===== src/rtl/hol_game_core.sv =====
// Higher-or-lower guessing game: a free-running Galois LFSR supplies numbers,
// the FSM tracks per-game score and lives plus a best-score-since-reset.
module hol_game_core #(
    parameter int          NUM_W   = 8,
    parameter int          MAX_NUM = 99,
    parameter int          LIVES   = 3,
    parameter int          SCORE_W = 8,
    parameter logic [15:0] SEED    = 16'hACE1
) (
    input  logic               clk,
    input  logic               reset,
    input  logic               higher_btn,
    input  logic               lower_btn,
    input  logic               confirm_btn,
    output logic [2:0]         state,
    output logic [NUM_W-1:0]   cur_num,
    output logic [NUM_W-1:0]   next_num,
    output logic [SCORE_W-1:0] score,
    output logic [SCORE_W-1:0] high_score,
    output logic [3:0]         lives_left,
    output logic [2:0]         rgb_led
);

    typedef enum logic [2:0] {
        S_IDLE       = 3'd0,
        S_DRAW_FIRST = 3'd1,
        S_GUESS      = 3'd2,
        S_DRAW_NEXT  = 3'd3,
        S_RESULT     = 3'd4,
        S_GAME_OVER  = 3'd5
    } state_e;

    localparam logic [NUM_W-1:0]   MAX_V     = NUM_W'(MAX_NUM);
    localparam logic [3:0]         LIVES_V   = 4'(LIVES);
    localparam logic [SCORE_W-1:0] SCORE_SAT = {SCORE_W{1'b1}};
    localparam logic [SCORE_W-1:0] SCORE_ONE = SCORE_W'(1);
    // Right-shift Galois toggle mask for x^16 + x^14 + x^13 + x^11 + 1.
    localparam logic [15:0]        LFSR_TAPS = 16'hB400;

    localparam logic [2:0] RGB_OFF   = 3'b000;
    localparam logic [2:0] RGB_GUESS = 3'b001;
    localparam logic [2:0] RGB_WIN   = 3'b010;
    localparam logic [2:0] RGB_LOSE  = 3'b100;
    localparam logic [2:0] RGB_OVER  = 3'b101;

    state_e             state_q, state_d;
    logic [15:0]        lfsr_q, lfsr_d;
    logic [NUM_W-1:0]   cur_q, cur_d;
    logic [NUM_W-1:0]   next_q, next_d;
    logic [SCORE_W-1:0] score_q, score_d;
    logic [SCORE_W-1:0] high_q, high_d;
    logic [3:0]         lives_q, lives_d;
    logic               dir_hi_q, dir_hi_d;
    logic [2:0]         rgb_q, rgb_d;

    logic [NUM_W-1:0]   cand;
    logic               cand_in_range;
    logic               guess_correct;

    assign cand          = lfsr_q[NUM_W-1:0];
    assign cand_in_range = (cand <= MAX_V);
    assign guess_correct = dir_hi_q ? (cand > cur_q) : (cand < cur_q);

    always_comb begin
        lfsr_d   = {1'b0, lfsr_q[15:1]} ^ (lfsr_q[0] ? LFSR_TAPS : 16'h0000);
        state_d  = state_q;
        cur_d    = cur_q;
        next_d   = next_q;
        score_d  = score_q;
        high_d   = high_q;
        lives_d  = lives_q;
        dir_hi_d = dir_hi_q;
        rgb_d    = rgb_q;

        // Buttons are only looked at in the states that consume them, so a
        // pulse landing anywhere else simply vanishes.
        case (state_q)
            S_IDLE: begin
                if (confirm_btn) begin
                    state_d = S_DRAW_FIRST;
                    score_d = '0;
                    lives_d = LIVES_V;
                    next_d  = '0;
                    rgb_d   = RGB_OFF;
                end
            end
            S_DRAW_FIRST: begin
                if (cand_in_range) begin
                    cur_d   = cand;
                    state_d = S_GUESS;
                    rgb_d   = RGB_GUESS;
                end
            end
            S_GUESS: begin
                if (higher_btn ^ lower_btn) begin
                    dir_hi_d = higher_btn;
                    state_d  = S_DRAW_NEXT;
                    rgb_d    = RGB_OFF;
                end
            end
            S_DRAW_NEXT: begin
                if (cand_in_range && (cand != cur_q)) begin
                    next_d  = cand;
                    state_d = S_RESULT;
                    if (guess_correct) begin
                        rgb_d = RGB_WIN;
                        if (score_q != SCORE_SAT) begin
                            score_d = score_q + SCORE_ONE;
                        end
                    end else begin
                        rgb_d = RGB_LOSE;
                        if (lives_q != 4'd0) begin
                            lives_d = lives_q - 4'd1;
                        end
                    end
                end
            end
            S_RESULT: begin
                if (confirm_btn) begin
                    if (lives_q == 4'd0) begin
                        state_d = S_GAME_OVER;
                        rgb_d   = RGB_OVER;
                        high_d  = (score_q > high_q) ? score_q : high_q;
                    end else begin
                        cur_d   = next_q;
                        state_d = S_GUESS;
                        rgb_d   = RGB_GUESS;
                    end
                end
            end
            S_GAME_OVER: begin
                if (confirm_btn) begin
                    state_d = S_DRAW_FIRST;
                    score_d = '0;
                    lives_d = LIVES_V;
                    next_d  = '0;
                    rgb_d   = RGB_OFF;
                end
            end
            default: begin
                state_d = S_IDLE;
                rgb_d   = RGB_OFF;
            end
        endcase
    end

    always_ff @(posedge clk or posedge reset) begin
        if (reset) begin
            state_q  <= S_IDLE;
            lfsr_q   <= SEED;
            cur_q    <= '0;
            next_q   <= '0;
            score_q  <= '0;
            high_q   <= '0;
            lives_q  <= LIVES_V;
            dir_hi_q <= 1'b0;
            rgb_q    <= RGB_OFF;
        end else begin
            state_q  <= state_d;
            lfsr_q   <= lfsr_d;
            cur_q    <= cur_d;
            next_q   <= next_d;
            score_q  <= score_d;
            high_q   <= high_d;
            lives_q  <= lives_d;
            dir_hi_q <= dir_hi_d;
            rgb_q    <= rgb_d;
        end
    end

    assign state      = state_q;
    assign cur_num    = cur_q;
    assign next_num   = next_q;
    assign score      = score_q;
    assign high_score = high_q;
    assign lives_left = lives_q;
    assign rgb_led    = rgb_q;

endmodule


===== config.mk =====
export PLATFORM = sky130hd
export DESIGN_NAME = hol_game_core
export DESIGN_NICKNAME = d
export VERILOG_FILES = /design/src/rtl/hol_game_core.sv
export SDC_FILE = /design/constraint.sdc
export NUM_CORES = 1
export LEC_CHECK = 0
export CORE_UTILIZATION = 54
export CTS_CLUSTER_SIZE = 24
export DETAILED_ROUTE_END_ITERATION = 6
export HOLD_SLACK_MARGIN = 0.02
export PLACE_DENSITY_LB_ADDON = 0.12
export SLEW_MARGIN = 20
export SYNTH_ARGS = -nofsm -noshare
export SYNTH_HDL_FRONTEND = slang
export SYNTH_SLANG_ARGS = --single-unit

===== constraint.sdc =====
create_clock -name clk -period 3.01 [get_ports clk]
set_clock_uncertainty 0.2 [all_clocks]
set_input_delay 0.301 -clock clk [delete_from_list [all_inputs] [get_ports clk]]
set_output_delay 0.301 -clock clk [all_outputs]
set_load 0.02 [all_outputs]

==> metrics.yaml <==
outcome: "finished, final reports clean"
peakVddDrop_v: 0.000746
cts_sinks: 59
yosysSeqAreaShare_pct: 48.7
period_share_pct: 91.8
cts_setup_buffers: 0
syn_inst: 299
ctsHoldBuffers: 0
maxSlewViolCount: 0
dpl_cell_area_um2: 3640
ant_nets: 0
yosysWarnings: 0
cellLeakagePower_nw: 1.74
synth_edf_count: 0
fin_crit_ns: 2.76
antenna_found_initial: 0
fp.coreArea_um2: 5470
crit_arrival_ns: 2.82
gp_routability_congestion: 0.804
reg2regPathDepth: 7
clkTransAtPathRegs_ns: 0.07
grt-ovfl-total: 0
worstPathRequired_ns: 3.07
worstSetupPathType: "reg2reg"
hold_class: "in2async"
grt_pass1_vias: 2334
grt_use_total_pct: 24.1
synthDistinctLibCells: 53
syn_to_final_growth_pct: 25.2
synth-main-ff-cell: "dfrtp_1"
rsz0062_at_grt: "no"
relSlewSlack_pct: 26.8
grt_max_degree: 36
layout_common_cells: "49 x dfrtp_1, 46 x clkdlybuf4s50_1, 27 x nand2_1, 24 x inv_1, 20 x a21oi_1"
holdWs_ns: 0.127
io_pins: 47
cts_tree: "yes"
setup_viol: 0
numPortBuffers: 46
setup_tns_ns: 0
numCtsBuffers: 9
final_common_cell: "dfrtp_1"
firstDrtPassIters: 4
fmax_ghz: 0.362
crit_path_end_kind: "register"
cts_resized: 0
drt-initial-drc-count: 182
dieArea_um2: 5970
core.rowCount: 27
path_max_fanout: 12
synth_area_um2: 3060
drc_errors: 0
grt_pass1_wl_um: 11200
avgViaCountPerCell: 5.63
die_x_um: 77.3
critPathLaunchType: "register"
hold_viol: 0
syn_nets: 322
drive_above_1_share_pct: 12.3
num_vias: 2425
tightest_slew_ns: 1.09
dieHeight_um: 77.3
ys_seq_elements: 59
power.density_nw_per_um2: 900
finalWirelength_um: 6650
cts_buffer_depth: 2
dpl.hpwl_um: 4610
cts_root_buffer: "clkbuf_8"
antennaDiodeCount: 0
wl_per_cell_um: 15.4
maxCapViolations: 0
syn_avg_cell_area_um2: 10.2
start_util_pct: 55.9
fin_nets: 377
async_reset_ff_share_pct: 100
clk_latency_ns: 0.34
htreeDepth: 3
design_area_um2: 3830
==> cell type report <==
| cell class | instances | area (um2) |
|---|---|---|
| Timing Repair Buffer | 53 | 526 |
| Clock inverter | 5 | 52.6 |
| Clock buffer | 11 | 141 |
| Tap cell | 72 | 90.1 |
| Multi-Input combinational cell | 206 | 1440 |
| Sequential cell | 59 | 1490 |
| Inverter | 25 | 93.8 |
| Fill cell | 432 | 1640 |
==> synth_stat cells, types with 3 or more instances <==
cell type / instances / area [um2]
dfrtp_1: 49 / 1230
nand2_1: 27 / 101
inv_1: 25 / 93.8
a21oi_1: 20 / 100
ha_1: 18 / 225
nor2_1: 18 / 67.6
o21ai_0: 17 / 85.1
dfstp_2: 10 / 263
mux2i_1: 10 / 100
mux2_2: 7 / 78.8
nand3_1: 7 / 35.0
o31ai_1: 7 / 52.6
a21o_1: 6 / 45.0
nor2b_1: 6 / 37.5
nor3_1: 6 / 30.0
clkbuf_1: 5 / 18.8
o21a_1: 5 / 37.5
nand4_1: 4 / 25.0
and2_1: 3 / 18.8
and4_1: 3 / 26.3
buf_2: 3 / 15.0
nand3b_1: 3 / 22.5
nor4_1: 3 / 18.8
xor2_1: 3 / 26.3
==> per-layer routing <==
| metal | up-vias | part of all wire [%] | routed length (um) | GRT usage, % |
|---|---|---|---|---|
| met5 | - | 0 | 0 | 0 |
| met4 | 0 | 1.2 | 82 | 9.43 |
| met3 | 10 | 4.4 | 293 | 4.52 |
| met2 | 54 | 45 | 3000 | 36.8 |
| met1 | 1170 | 49 | 3280 | 33.9 |
| li1 | 1191 | - | - | - |
==> per-stage QoR <==
step / utilization, % / std cells / setup slack [ns] / total power [mW]
CTS: 70.0 / 431 / 0.255 / 3.46
finish: 70.0 / 431 / 0.247 / 3.45
floorplan: - / 299 / 0.489 / 2.17
detailed placement: 66.4 / 415 / 0.291 / 2.73
global placement: 66.4 / 415 / 0.374 / 2.70
global route: 70.0 / 431 / 0.0648 / 3.68
==> registers in the layout, summed over array words and instances (netlist names) <==
signal / count
score: 8
rgb_led: 3
state: 3
lives_left: 4
cur_num: 8
high_score: 8
next_num: 8
dir_hi_q: 1
lfsr_q: 16
==> power breakdown <==
part           internal (mW)  switching [mW]
logic                  0.674           0.913
clock network          0.401           0.316
registers              0.953           0.190
total                   2.03            1.42
==> worst max-delay path, cell delays in order (launching register included) <==
cell and delay, ns:
dfstp_2 0.59, inv_1 0.09, ha_1 0.28, nand4_1 0.15
o211ai_1 0.34, o2bb2ai_1 0.47, nand3b_4 0.36, mux2i_1 0.21
==> final timing paths <==
path | start | endpoint | slack (ns)
max | lfsr_q[0]$_DFF_PP1_ | score[0]$_DFFE_PP0P_ | 0.25
min | reset | score[2]$_DFFE_PP0P_ | 0.13
max reg2reg | lfsr_q[0]$_DFF_PP1_ | score[0]$_DFFE_PP0P_ | 0.25
min reg2reg | lfsr_q[9]$_DFF_PP0_ | lfsr_q[8]$_DFF_PP0_ | 0.15
max in group asynchronous | reset | lfsr_q[7]$_DFF_PP1_ | 1.84
min in group clk | lfsr_q[9]$_DFF_PP0_ | lfsr_q[8]$_DFF_PP0_ | 0.15
==> cells by family (layout without fill, tap and decap cells) <==
group	after synthesis	in the layout	synth area share [%]
AO/OA/AOI/OAI	78	78	17.5
multiplexers	17	17	5.85
buffers and inverters	34	94	4.30
flip-flops	59	59	48.7
XOR/XNOR	4	4	1.15
AND/OR/NAND/NOR	89	89	15.2
adder cells (fa/ha/maj)	18	18	7.37
No activity file was read; power rests on OpenSTA's default activity.
